$ cat config.mk
export PLATFORM = sky130hd
export DESIGN_NAME = approx_mul_err_monitor
export DESIGN_NICKNAME = d
export VERILOG_FILES = /design/src/rtl/approx_mul_err_monitor_pkg.sv /design/src/rtl/approx_mul_err_monitor_sat_acc.sv /design/src/rtl/approx_mul_err_monitor.sv
export SDC_FILE = /design/constraint.sdc
export NUM_CORES = 2
export LEC_CHECK = 0
export CORE_MARGIN = 3
export CORE_UTILIZATION = 68
export CTS_CLUSTER_DIAMETER = 100
export DETAILED_ROUTE_END_ITERATION = 8
export DONT_BUFFER_PORTS = 1
export GPL_TIMING_DRIVEN = 1
export PLACE_DENSITY = 0.88
export SLEW_MARGIN = 30
export SYNTH_ARGS = -nofsm -noshare
export SYNTH_HDL_FRONTEND = slang
export SYNTH_SLANG_ARGS = --single-unit
$ cat constraint.sdc
create_clock -name clk -period 18.05 [get_ports clk]
set_input_delay 1.805 -clock clk [delete_from_list [all_inputs] [get_ports clk]]
set_output_delay 1.805 -clock clk [all_outputs]
set_load 0.02 [all_outputs]
$ cat src/rtl/approx_mul_err_monitor_pkg.sv
// Shared types and constants for the approximate-multiplier error monitor.
package approx_mul_err_monitor_pkg;

    typedef enum logic [1:0] {
        ST_IDLE  = 2'd0,
        ST_RUN   = 2'd1,
        ST_DRAIN = 2'd2,
        ST_DONE  = 2'd3
    } state_t;

    // One spare bit above the wider operand captures the carry-out.
    localparam int SAT_GUARD_W = 1;

    function automatic int max_w(input int x, input int y);
        return (x > y) ? x : y;
    endfunction

endpackage

$ cat src/rtl/approx_mul_err_monitor_sat_acc.sv
// Saturating accumulator: clear has priority, sticks at all-ones once it overflows.
module approx_err_sat_acc
    import approx_mul_err_monitor_pkg::*;
#(
    parameter int ACC_W = 48,
    parameter int VAL_W = 32
) (
    input  logic             clk,
    input  logic             rst,
    input  logic             clr,
    input  logic             add_en,
    input  logic [VAL_W-1:0] value,
    output logic [ACC_W-1:0] sum,
    output logic             sat
);

    localparam int SUM_W = max_w(ACC_W, VAL_W) + SAT_GUARD_W;

    logic [SUM_W-1:0] ext;
    logic             ovf;

    assign ext = SUM_W'(sum) + SUM_W'(value);
    assign ovf = |ext[SUM_W-1:ACC_W];

    always_ff @(posedge clk or posedge rst) begin
        if (rst) begin
            sum <= '0;
            sat <= 1'b0;
        end else if (clr) begin
            sum <= '0;
            sat <= 1'b0;
        end else if (add_en) begin
            if (ovf || sat) begin
                sum <= '1;
                sat <= 1'b1;
            end else begin
                sum <= ext[ACC_W-1:0];
            end
        end
    end

endmodule

$ cat src/rtl/approx_mul_err_monitor.sv
// Error-statistics monitor for an approximate multiplier (three-stage pipeline).
// Optional squared-error sum is built when ERR_SQ_EN is defined.
module approx_mul_err_monitor
    import approx_mul_err_monitor_pkg::*;
#(
    parameter int W     = 16,
    parameter int ACC_W = 48,
    parameter int CNT_W = 16
) (
    input  logic             clk,
    input  logic             rst,
    input  logic             start,
    input  logic [CNT_W-1:0] num_samples,
    input  logic             in_valid,
    output logic             in_ready,
    input  logic [W-1:0]     in_a,
    input  logic [W-1:0]     in_b,
    input  logic [2*W-1:0]   in_prod,
    output logic             busy,
    output logic             done,
    output logic [CNT_W-1:0] sample_cnt,
    output logic [CNT_W-1:0] err_cnt,
    output logic [2*W-1:0]   max_err,
    output logic [ACC_W-1:0] sum_err
`ifdef ERR_SQ_EN
    ,
    output logic [ACC_W-1:0] sum_sq_err
`endif
);

    state_t           state;
    logic [CNT_W-1:0] target;
    logic [CNT_W-1:0] accepted;
    logic [CNT_W-1:0] next_acc;
    logic             accept;
    logic             run_start;

    logic [W-1:0]     s1_a;
    logic [W-1:0]     s1_b;
    logic [2*W-1:0]   s1_prod;
    logic             s1_v;
    logic [2*W-1:0]   exact;
    logic [2*W-1:0]   err_c;
    logic [2*W-1:0]   s2_err;
    logic             s2_v;
    logic             sum_sat;

    assign in_ready  = (state == ST_RUN) && (accepted < target);
    assign accept    = in_valid && in_ready;
    assign next_acc  = accepted + 1'b1;
    assign run_start = start &&
                       ((state == ST_IDLE) || (state == ST_DONE));

    assign exact = {{W{1'b0}}, s1_a} * {{W{1'b0}}, s1_b};
    assign err_c = (exact >= s1_prod) ? (exact - s1_prod)
                                      : (s1_prod - exact);

    always_ff @(posedge clk or posedge rst) begin
        if (rst) begin
            state    <= ST_IDLE;
            target   <= '0;
            accepted <= '0;
            busy     <= 1'b0;
            done     <= 1'b0;
        end else begin
            case (state)
                ST_IDLE, ST_DONE: begin
                    if (start) begin
                        target   <= num_samples;
                        accepted <= '0;
                        if (num_samples != '0) begin
                            state <= ST_RUN;
                            busy  <= 1'b1;
                            done  <= 1'b0;
                        end else begin
                            state <= ST_DONE;
                            busy  <= 1'b0;
                            done  <= 1'b1;
                        end
                    end
                end
                ST_RUN: begin
                    if (accept) begin
                        accepted <= next_acc;
                        if (next_acc == target) begin
                            state <= ST_DRAIN;
                        end
                    end
                end
                ST_DRAIN: begin
                    // Empty once the last sample has left S2 into the stats.
                    if (!s1_v && !s2_v) begin
                        state <= ST_DONE;
                        busy  <= 1'b0;
                        done  <= 1'b1;
                    end
                end
                default: state <= ST_IDLE;
            endcase
        end
    end

    always_ff @(posedge clk or posedge rst) begin
        if (rst) begin
            s1_a    <= '0;
            s1_b    <= '0;
            s1_prod <= '0;
            s1_v    <= 1'b0;
            s2_err  <= '0;
            s2_v    <= 1'b0;
        end else begin
            s1_v <= accept;
            if (accept) begin
                s1_a    <= in_a;
                s1_b    <= in_b;
                s1_prod <= in_prod;
            end
            s2_v <= s1_v;
            if (s1_v) begin
                s2_err <= err_c;
            end
        end
    end

    always_ff @(posedge clk or posedge rst) begin
        if (rst) begin
            sample_cnt <= '0;
            err_cnt    <= '0;
            max_err    <= '0;
        end else if (run_start) begin
            sample_cnt <= '0;
            err_cnt    <= '0;
            max_err    <= '0;
        end else if (s2_v) begin
            sample_cnt <= sample_cnt + 1'b1;
            if (s2_err != '0) begin
                err_cnt <= err_cnt + 1'b1;
            end
            if (s2_err > max_err) begin
                max_err <= s2_err;
            end
        end
    end

    approx_err_sat_acc #(
        .ACC_W (ACC_W),
        .VAL_W (2*W)
    ) u_sum_acc (
        .clk    (clk),
        .rst    (rst),
        .clr    (run_start),
        .add_en (s2_v && !sum_sat),
        .value  (s2_err),
        .sum    (sum_err),
        .sat    (sum_sat)
    );

`ifdef ERR_SQ_EN
    logic [4*W-1:0] sq;
    logic           sq_sat;

    assign sq = {{(2*W){1'b0}}, s2_err} * {{(2*W){1'b0}}, s2_err};

    approx_err_sat_acc #(
        .ACC_W (ACC_W),
        .VAL_W (4*W)
    ) u_sq_acc (
        .clk    (clk),
        .rst    (rst),
        .clr    (run_start),
        .add_en (s2_v && !sq_sat),
        .value  (sq),
        .sum    (sum_sq_err),
        .sat    (sq_sat)
    );
`endif

endmodule

==> impl_summary.log <==
INFO  metric worst_path_dominant_cell_family = adder cells
INFO  metric gp_congestion = roughly 0.95
INFO  metric die_h = 200 um
INFO  metric critical_path_endpoint_category = register
INFO  metric number_of_antenna_violations_at_the_first_check_in_global_routing = 0
INFO  metric route.antenna.remaining_nets = 0
INFO  metric warning_count_from_the_yosys_run = 0
INFO  metric global_route.usage.total = between 30% and 40%
INFO  metric post-route-period-util = 55.6%
INFO  metric net_count_reported_at_finish = around 3400
INFO  metric horizontal_die_dimension = roughly 200 um
INFO  metric via_count_of_the_first_global_routing_pass = roughly 22000
INFO  metric startpoint_type = register
INFO  metric wire_per_inst = 20.5 um
INFO  metric crit_fanout = 38
INFO  metric overflow = 0
INFO  metric num-fill-cells = ~2800
INFO  metric floorplan.core_area = 0.0369 mm2
INFO  metric max-slew-margin-rel = roughly a third
INFO  metric final-seq-area = 0.00618 mm2
INFO  metric number_of_buffers_created_by_cts = 29
INFO  metric timing.hold.worst.class = reg -> reg
INFO  metric cap_viol_max_count = 0
INFO  metric grt_setup_unrepaired = no
INFO  metric postSynthNetCount = 3539
INFO  metric worst_pin_slew = ~1000 ps
INFO  metric critical_path.most_common_cell = sky130_fd_sc_hd__fa_1
INFO  metric synth_top_area_cell = sky130_fd_sc_hd__dfrtp_1
INFO  metric min_period = approximately 10000 ps
INFO  metric crit_slowest_cell = sky130_fd_sc_hd__dfrtp_1
INFO  metric netlist_area = between 0.02 and 0.03 mm2
INFO  metric fin_util = between 70% and 80%
INFO  metric tritoncts_clock_tree = done
INFO  metric clk_pin_slew_worst_paths = 60 ps
INFO  metric r2r_cells = 31
INFO  metric row_count = 70
INFO  metric holdPathStages = 2
INFO  metric critical-path-max-stage-delay = about 680 ps
INFO  metric layout.cells.most_common = sky130_fd_sc_hd__nand2_1
INFO  metric critical_path_stages = 31
INFO  metric required = about 18000 ps
INFO  metric antennaDiodeCount = 0
INFO  metric starting_utilization_of_the_core_area = ~70%
INFO  metric post_synth_main_area_contributors = sky130_fd_sc_hd__dfrtp_1 24%, sky130_fd_sc_hd__fa_1 15%, sky130_fd_sc_hd__ha_1 12%
INFO  metric number_of_post_cts_setup_repair_buffers = 0
INFO  metric multi_input_area = 0.0174 mm2
INFO  metric area.growth.synth_to_final = 4.69%
INFO  metric final_cells = between 3000 and 4000
INFO  metric root_buffer_selected_by_cts = sky130_fd_sc_hd__clkbuf_16
INFO  metric synth_enable_flop_cells = 0
INFO  metric drtIter0Drc = around 2200
INFO  metric route.final.wire_length = 70300 um
INFO  metric detail_route.drc_violations = 0
INFO  metric fin_worst_skew = 30.6 ps
INFO  metric cts_resized = 0
INFO  metric arrival = 10480 ps
INFO  metric timing_hold_violations_final = 0
INFO  metric ctsHtreeMaxLevel = 1
INFO  metric firstDrtPassIters = 6
INFO  metric worstSkewPairLatency = 580 ps
INFO  metric synth.distinct_cells = 85
INFO  metric slew_violations = 0
INFO  metric grt_first_pass_wirelength = around 120000 um
INFO  metric drt-vias-per-instance = roughly 6.4
INFO  metric grt_start_max_net_pins = between 100 and 150
INFO  metric run_status = finished, final reports clean
INFO  metric synthArstFlopShare = 100%
INFO  metric fin_tns_setup = 0 ps
INFO  metric synth.avg_cell_area = between 8 and 9 um2
INFO  metric fp.dieArea = between 0.04 and 0.05 mm2
INFO  metric worstPathBufferInverterCount = 5
INFO  metric synthesis.instances = roughly 3000
INFO  metric cts_sinks = ~250
INFO  metric dpl.hpwl = between 50000 and 60000 um
INFO  metric io-pin-count = between 150 and 200
INFO  metric postCtsHoldBufs = 0
INFO  metric synth_seq_cells = between 200 and 250
INFO  metric timing.setup.critical_path_class = reg -> reg
INFO  metric commonest_register_cell_after_synthesis = sky130_fd_sc_hd__dfrtp_1
INFO  metric fraction_of_post_synthesis_cell_area_in_the_top_cell_type_by_area = ~24%
INFO  metric timing.fmax = approximately 0.1 GHz
INFO  metric synth_sequential_area_ratio = ~24%
INFO  metric placed_cells = around 3400
INFO  metric ctsLongestPathBuffers = 3
INFO  metric setup_viol = 0
INFO  metric final_layout_size_suffix_gt1_share = around 4%
INFO  metric io_buffers = 0
INFO  metric num_vias = between 20000 and 25000
INFO  metric mostFrequentLayoutCells = 393 x sky130_fd_sc_hd__nand2_1, 384 x sky130_fd_sc_hd__inv_1, 253 x sky130_fd_sc_hd__ha_1, 246 x sky130_fd_sc_hd__dfrtp_1, 197 x sky130_fd_sc_hd__fa_1
registers in the layout (all words and copies together) (netlist names):
signal         cells
max_err           32
s1_b              16
s1_a              16
busy               1
sample_cnt        16
u_sum_acc.sat      1
s1_v               1
s2_err            32
state              2
u_sum_acc.sum     48
s1_prod           32
err_cnt           16
target            16
accepted          16
s2_v               1
done               1
kinds of logic after synthesis:
| logic type | count (synthesis) | share of synthesized area (%) |
|---|---|---|
| xor gates and xnor gates | 146 | 4.99 |
| muxes | 28 | 1.20 |
| buffers and inverters | 535 | 8.08 |
| DFF | 247 | 24.1 |
| AOI/OAI and AO/OA | 676 | 16.8 |
| adders and majority gates | 450 | 27.7 |
| and+or+nand+nor | 923 | 17.1 |
through the flow:
stage | hold WS, ps | setup slack, ps | instance area, um2
floorplan | 352 | 9460 | 25600
global placement | 475 | 8260 | 25800
detailed placement | 476 | 8250 | 25800
CTS | 492 | 8210 | 26800
global route | 507 | 7490 | 26800
finish | 496 | 8010 | 26800
final timing paths:
kind / startpoint / endpoint / slack, ps
worst min-delay path: target[0]$_DFFE_PP0P_ / target[0]$_DFFE_PP0P_ / 500
max in group asynchronous: rst / accepted[3]$_DFFE_PP0P_ / 15620
worst max register to register: s1_a[2]$_DFFE_PP0P_ / s2_err[20]$_DFFE_PP0P_ / 8010
worst max-delay path: s1_a[2]$_DFFE_PP0P_ / s2_err[20]$_DFFE_PP0P_ / 8010
min in group asynchronous: rst / err_cnt[8]$_DFFE_PP0P_ / 1210
worst min register to register: target[0]$_DFFE_PP0P_ / target[0]$_DFFE_PP0P_ / 500
tightest hold or removal path: stages (launching register included):
cell	delay, ps
sky130_fd_sc_hd__dfrtp_1	340
sky130_fd_sc_hd__nand2_1	60
sky130_fd_sc_hd__nand2_1	60
final cells by class:
| type | instances | share of cell area (%) |
|---|---|---|
| flip-flops and latches | 247 | 23.0 |
| clock buffers | 38 | 3.09 |
| multi-input cells | 2223 | 64.9 |
| clock inverters | 16 | 0.709 |
| repair buffers | 13 | 0.452 |
| inverters | 387 | 5.45 |
| well taps | 504 | 2.35 |
per-layer routing:
| layer | vias to the layer above | part of all wire [%] | GRT usage [%] |
|---|---|---|---|
| met3 | 177 | 7.2 | 5.30 |
| li1 | 9902 | - | - |
| met5 | - | 0 | 0 |
| met2 | 956 | 47 | 56.8 |
| met1 | 10800 | 42 | 48.5 |
| met4 | 0 | 3.6 | 10.9 |
cells in the mapped netlist (all sizes together) (7+ instances only):
master  instances
a211o           8
a211oi         12
a21o           64
a21oi         172
a221oi         12
a311oi          8
a31oi          58
and2          130
and3           30
and4            8
buf            40
clkbuf        108
dfrtp         247
fa            197
ha            253
inv           385
mux2           15
mux2i          13
nand2         396
nand2b         19
nand3          87
nand4          35
nor2          132
nor2b          13
nor3           16
nor4           27
o211ai         16
o21a           19
o21ai         188
o21bai         15
o31ai          41
or2             7
or3            10
xnor2          77
xor2           69
Power is left out: the tool's default activity adds up to more than one toggle a clock period on the data nets, which glitch-free logic cannot reach.
